===== config.mk =====
export PLATFORM = sky130hd
export DESIGN_NAME = systolic_feeder
export DESIGN_NICKNAME = d
export VERILOG_FILES = /design/src/rtl/systolic_feeder.sv
export SDC_FILE = /design/constraint.sdc
export NUM_CORES = 1
export LEC_CHECK = 0
export ABC_AREA = 1
export CAP_MARGIN = 20
export CORE_MARGIN = 10
export CORE_UTILIZATION = 50
export DETAILED_ROUTE_END_ITERATION = 8
export GPL_ROUTABILITY_DRIVEN = 0
export PLACE_DENSITY = 0.7
export SLEW_MARGIN = 10
export SYNTH_ARGS = -nofsm -noshare
export SYNTH_HDL_FRONTEND = slang
export SYNTH_SLANG_ARGS = --single-unit

===== constraint.sdc =====
create_clock -name clk -period 3.2 [get_ports clk]
set_input_delay 0.48 -clock clk [delete_from_list [all_inputs] [get_ports clk]]
set_output_delay 0.48 -clock clk [all_outputs]
set_load 0.01 [all_outputs]

===== src/rtl/systolic_feeder.sv =====
// systolic_feeder: holds operand matrices A and B. On start it loads the B rows
// onto the array's north bus, last row first. It then streams A onto the west
// bus as a skewed wavefront, waits a fixed drain window and pulses done.
//
// state     | meaning
// ----------+-----------------------------------------------------------
// ST_IDLE   | waiting; row writes accepted; start launches a pass
// ST_LOAD   | t = 0..N-1, north carries B[N-1-t]
// ST_STREAM | t = N..3N-2, west lane i carries A[t-N-i][i] when in range
// ST_DRAIN  | t = 3N-1..3N-2+DRAIN_CYCLES, all data outputs zero
// ST_DONE   | one-cycle done pulse; start here chains the next pass
module systolic_feeder #(
    parameter int N            = 4,
    parameter int NUM_BITS     = 8,
    parameter int DRAIN_CYCLES = 8
) (
    input  logic                             clk,
    input  logic                             rst,
    input  logic                             wr_en_i,
    input  logic                             wr_sel_i,
    input  logic [$clog2(N)-1:0]             wr_row_i,
    input  logic [N-1:0][NUM_BITS-1:0]       wr_data_i,
    input  logic                             start_i,
    output logic                             busy_o,
    output logic                             done_o,
    output logic                             load_o,
    output logic [N-1:0][NUM_BITS-1:0]       north_o,
    output logic [N-1:0][NUM_BITS-1:0]       west_o
);

    localparam int RW = $clog2(N);
    localparam int TW = $clog2(3*N + DRAIN_CYCLES);

    typedef enum logic [2:0] {
        ST_IDLE,
        ST_LOAD,
        ST_STREAM,
        ST_DRAIN,
        ST_DONE
    } state_t;

    state_t                                r_state;
    state_t                                w_state_nxt;
    logic [TW-1:0]                         r_t;
    logic [TW-1:0]                         w_t_nxt;
    logic [N-1:0][N-1:0][NUM_BITS-1:0]     r_a;
    logic [N-1:0][N-1:0][NUM_BITS-1:0]     r_b;
    logic [N-1:0][N-1:0][NUM_BITS-1:0]     w_b_nxt;
    logic                                  w_wr_ok;
    logic [RW-1:0]                         w_load_row;
    logic [N-1:0][NUM_BITS-1:0]            w_north_nxt;
    logic [N-1:0][NUM_BITS-1:0]            w_west_nxt;
    logic                                  r_busy;
    logic                                  r_done;
    logic                                  r_load;
    logic [N-1:0][NUM_BITS-1:0]            r_north;
    logic [N-1:0][NUM_BITS-1:0]            r_west;

    // Buffers are only writable while idle, so they stay frozen during a pass.
    assign w_wr_ok = wr_en_i && (r_state == ST_IDLE);

    // Operand buffers: one row committed per accepted write.
    always_ff @(posedge clk) begin
        if (rst) begin
            r_a <= '0;
            r_b <= '0;
        end else if (w_wr_ok) begin
            if (wr_sel_i) r_b[wr_row_i] <= wr_data_i;
            else          r_a[wr_row_i] <= wr_data_i;
        end
    end

    // B as it will be after this edge, so a write alongside start feeds t=0.
    always_comb begin
        w_b_nxt = r_b;
        if (w_wr_ok && wr_sel_i) w_b_nxt[wr_row_i] = wr_data_i;
    end

    // Phase sequencing and the running cycle index t.
    always_comb begin
        w_state_nxt = r_state;
        w_t_nxt     = r_t + 1'b1;
        case (r_state)
            ST_IDLE: begin
                w_t_nxt = '0;
                if (start_i) w_state_nxt = ST_LOAD;
            end
            ST_LOAD: begin
                if (r_t == TW'(N - 1)) w_state_nxt = ST_STREAM;
            end
            ST_STREAM: begin
                if (r_t == TW'(3*N - 2)) w_state_nxt = ST_DRAIN;
            end
            ST_DRAIN: begin
                if (r_t == TW'(3*N - 2 + DRAIN_CYCLES)) w_state_nxt = ST_DONE;
            end
            ST_DONE: begin
                w_t_nxt     = '0;
                w_state_nxt = start_i ? ST_LOAD : ST_IDLE;
            end
            default: begin
                w_t_nxt     = '0;
                w_state_nxt = ST_IDLE;
            end
        endcase
    end

    // Last B row goes out first: row index is N-1-t during LOAD.
    assign w_load_row  = RW'(N - 1) - RW'(w_t_nxt);
    assign w_north_nxt = (w_state_nxt == ST_LOAD) ? w_b_nxt[w_load_row] : '0;

    // Lane i lags lane i-1 by one cycle; it carries column i of A, row by row.
    for (genvar gi = 0; gi < N; gi++) begin : g_west
        logic [RW-1:0] w_k;
        logic          w_lane_on;
        assign w_k       = RW'(w_t_nxt - TW'(N + gi));
        assign w_lane_on = (w_state_nxt == ST_STREAM) &&
                           (w_t_nxt >= TW'(N + gi)) && (w_t_nxt < TW'(2*N + gi));
        assign w_west_nxt[gi] = w_lane_on ? r_a[w_k][gi] : '0;
    end

    // FSM state, phase counter and registered outputs derived from next state.
    always_ff @(posedge clk) begin
        if (rst) begin
            r_state <= ST_IDLE;
            r_t     <= '0;
            r_busy  <= 1'b0;
            r_done  <= 1'b0;
            r_load  <= 1'b0;
            r_north <= '0;
            r_west  <= '0;
        end else begin
            r_state <= w_state_nxt;
            r_t     <= w_t_nxt;
            r_busy  <= (w_state_nxt == ST_LOAD) || (w_state_nxt == ST_STREAM) ||
                       (w_state_nxt == ST_DRAIN);
            r_done  <= (w_state_nxt == ST_DONE);
            r_load  <= (w_state_nxt == ST_LOAD);
            r_north <= w_north_nxt;
            r_west  <= w_west_nxt;
        end
    end

    assign busy_o  = r_busy;
    assign done_o  = r_done;
    assign load_o  = r_load;
    assign north_o = r_north;
    assign west_o  = r_west;

endmodule


==> Implementation_results.wiki <==
{| class="wikitable"
! Metric !! Value
|-
| Result of the run || finished clean
|-
| Clock insertion delay at the later pin of the skew report || about 0.53 ns
|-
| Cell chosen for the clock root || clkbuf_16
|-
| Number of hold violations in the final report || 0
|-
| Mapped Area || 14300 um2
|-
| Diode insertion count for antenna repair || 0
|-
| Share of cells above drive strength 1 || 5.55%
|-
| DPL Wire Length || 24.4 mm
|-
| Final wirelength || 39.2 mm
|-
| Cell area power density || approximately 550 nW/um2
|-
| Synth Register Bits || 331
|-
| Largest fanout on the critical path || 19
|-
| Area of the core || 28000 um2
|-
| Max-cap violations || 0
|-
| Chain of cells forming the critical path || inv_1 > ha_1 > inv_1 > nand3_4 > inv_2 > nor2_4 > buf_4 > nand2_1 > nand2_1 > nor2_1 > nor2_1
|-
| Storage cell area || 6630 um2
|-
| Reg-to-reg slack, setup || 0.64 ns
|-
| Top area cells in the synthesized netlist || dfxtp_1 46%, nand2_1 19%, a21oi_1 8.9%
|-
| Leakage power || 7.17 nW
|-
| Post-route ant nets || 0
|-
| Row count || 61
|-
| Clock Pin Slew Worst Setup and Hold Paths || 0.06 ns
|-
| Type of the most critical hold path || in -> reg
|-
| Most frequent cells after synthesis || 735 x nand2_1, 331 x dfxtp_1, 253 x a21oi_1, 221 x o21ai_0, 155 x nor2_1
|-
| I/O pin count || ~110
|-
| Gate count of the mapped netlist || 2070
|-
| Post-synth net total || 2113
|-
| Hold EP || r_state[1]$_SDFF_PP0_
|-
| Cell type with the largest total area after synthesis || dfxtp_1
|-
| Number of pins exceeding their max-slew limit in the final report || 0
|-
| Achievable Freq || 391 MHz
|-
| Clock buffer count from CTS || 37
|-
| Portion of synthesized cell area occupied by the leading cell type || 46.4%
|-
| Length in cells of the worst reg-to-reg path || 11
|-
| 1st-iter DRT viols || 1036
|-
| Cell with the largest stage delay on the worst path || dfxtp_1
|-
| Max incr delay on CP || approximately 0.47 ns
|-
| Total negative slack || 0 ns
|-
| Total of cells resized after clock tree synthesis || 0
|-
| Crit Reg-Reg Startpoint || r_t[0]$_SDFF_PP0_
|-
| Relative slew slack || 51.6%
|-
| Number of buffers added on ports || approximately 110
|-
| Largest clock skew in the final design || 0.0223 ns
|-
| Aggregate global routing overflow || 0
|-
| Maximum vdd drop || ~0.3 mV
|-
| Layout Area Growth over Synthesis || 17.1%
|-
| Async set-reset flop share out of synthesis || 0%
|-
| Fill count || about 2600
|-
| Element type at the critical path start || flip-flop
|-
| Via count of the first global-routing pass || roughly 12000
|-
| Post-route minimum period || 2.56 ns
|-
| Min-delay src || rst
|-
| CTS hold repair buffers || 0
|-
| Per-cell routed wire length || 15.6 um
|-
| Clock Path Buffers || 3
|-
| Antenna violations before repair || 0
|-
| Number of levels the H-tree was split into || 2
|-
| Kind of critical path || reg -> reg
|-
| Die height || 189 um
|-
| Share of the yosys chip area belonging to registers || between 40% and 50%
|-
| Endpoint class of the critical path || flip-flop
|-
| Data arrival time of the worst path || 3.00 ns
|-
| Core occupancy in the finished layout || between 50 and 60%
|-
| Capture instance of the worst register-to-register path || north_o[7]$_SDFF_PP0_
|-
| Effective utilization at floorplan || 51.0%
|-
| Cell with the most instances after synthesis || nand2_1
|-
| Unique masters post-synth || 30
|-
| Detailed-route via count || 13354
|-
| RSZ-0062 raised after global routing || false
|-
| Clock tree from TritonCTS || done
|-
| Yosys warns || 0
|-
| Full die area || 35700 um2
|-
| Maximum number of pins on one net before global-route repair || ~140
|-
| Worst slew pin tran || 0.725 ns
|-
| Overall Global Routing Usage || 21.2%
|-
| Period utilization || 80.0%
|-
| Tightest hold margin || 0.302 ns
|-
| Number of buffers added for setup after CTS || 0
|-
| Number of enable flip-flop cells after synthesis || 0
|-
| Avg Vias per Cell || 5.29
|-
| Floorplan die width || 189 um
|-
| Layout Nets || 2160
|-
| First-pass GRT wire length || 63.7 mm
|-
| Number of setup violations in the final report || 0
|-
| CTS sink count || roughly 330
|-
| Detailed-router iteration count before antenna repair || 7
|-
| Number of cells on the worst hold path || 4
|-
| Post-detailed-route DRC marker count || 0
|-
| Required time at the worst-slack endpoint || 3.65 ns
|-
| Mapped Avg Cell Area || 6.89 um2
|-
| Top_reg_cell synth || dfxtp_1
|-
| Multi-input logic area || 6520 um2
|}
==> cell usage in the layout, fill, tap and decap left out, types with 2 or more instances in the layout <==
cell             count
clkbuf_1             7
nor2_2               2
a22oi_1              2
dfxtp_1            331
clkinv_2             7
buf_4               23
clkbuf_8            12
nand2_2              2
a21oi_1            253
o21ai_0            221
clkbuf_16           39
inv_1              121
o21ai_1             49
nor2_4               8
nand3_1             23
nand4_1              2
inv_2                8
nor3_1               2
nand3_4              2
nor4_1               2
o2bb2ai_1           14
clkdlybuf4s50_1    104
o211ai_1             2
nand3_2              2
nand2_1            734
ha_1                 4
buf_12               9
nor2_1             155
==> metrics by stage <==
stage / cell area, um2 / power, W / cells / worst slack (ns)
finish: 16700 / 0.00921 / 2523 / 0.641
global route: 16700 / 0.00954 / 2523 / 0.415
CTS: 16700 / 0.00927 / 2523 / 0.693
detailed placement: 15500 / 0.00509 / 2456 / 0.568
global placement: 15500 / 0.00508 / 2456 / 0.648
floorplan: 14300 / 0.00483 / 2070 / 0.919
==> per-layer routing <==
metal,global-route usage [%],vias to the layer above,share of wire [%]
li1,-,6738,-
met1,27.2,6130,45
met2,35.3,415,47
met3,3.45,71,5.8
met4,7.26,0,3.0
met5,0,-,0
==> cell type report <==
| cell class | count | share of cell area (%) |
|---|---|---|
| Timing Repair Buffer | 136 | 8.34 |
| Multi-Input combinational cell | 1482 | 39.0 |
| Clock buffer | 58 | 6.98 |
| Sequential cell | 331 | 39.6 |
| Inverter | 129 | 2.90 |
| Tap cell | 378 | 2.83 |
| Clock inverter | 9 | 0.329 |
==> where the power goes <==
group / leakage, nW / switching (W) / internal, W
Combinational: 3.88 / 0.000532 / 0.000228
Sequential: 2.68 / 0.0000402 / 0.00421
Clock: 0.613 / 0.00169 / 0.00251
Total: 7.17 / 0.00226 / 0.00695
==> critical path, delay by kind of cell (launching register included) <==
kind | cells | cell delay, ns
buf+inv | 4 | 0.76
fa+ha+maj | 1 | 0.34
flops | 1 | 0.47
simple gates | 6 | 0.92
==> state kept, by name (all words and copies together), names as in the netlist <==
name     flops
r_t          5
r_state      3
busy_o       1
west_o      32
north_o     32
load_o       1
done_o       1
r_b        128
r_a        128
==> worst max-delay path by stage <==
stage	from	to	slack (ns)	cells after the start
floorplan	r_t[0]$_SDFF_PP0_	west_o[28]$_SDFF_PP0_	0.92	11
CTS	r_t[0]$_SDFF_PP0_	west_o[8]$_SDFF_PP0_	0.69	11
global route	r_t[0]$_SDFF_PP0_	north_o[7]$_SDFF_PP0_	0.42	11
finish	r_t[0]$_SDFF_PP0_	north_o[7]$_SDFF_PP0_	0.64	11
global placement	wr_en_i	north_o[15]$_SDFF_PP0_	0.65	11
detailed placement	wr_row_i[1]	r_a[94]$_SDFFE_PP0P_	0.57	8
==> logic make-up (layout without fill, tap and decap cells) <==
group           count (synthesis)  after routing  synth area share [%]
simple gates                  937            937                  25.9
fa+ha+maj                       4              4                 0.351
compound gates                541            541                  19.4
flops                         331            331                  46.4
buf+inv                       257            332                  7.96
Power figures use the tool's default switching activity.
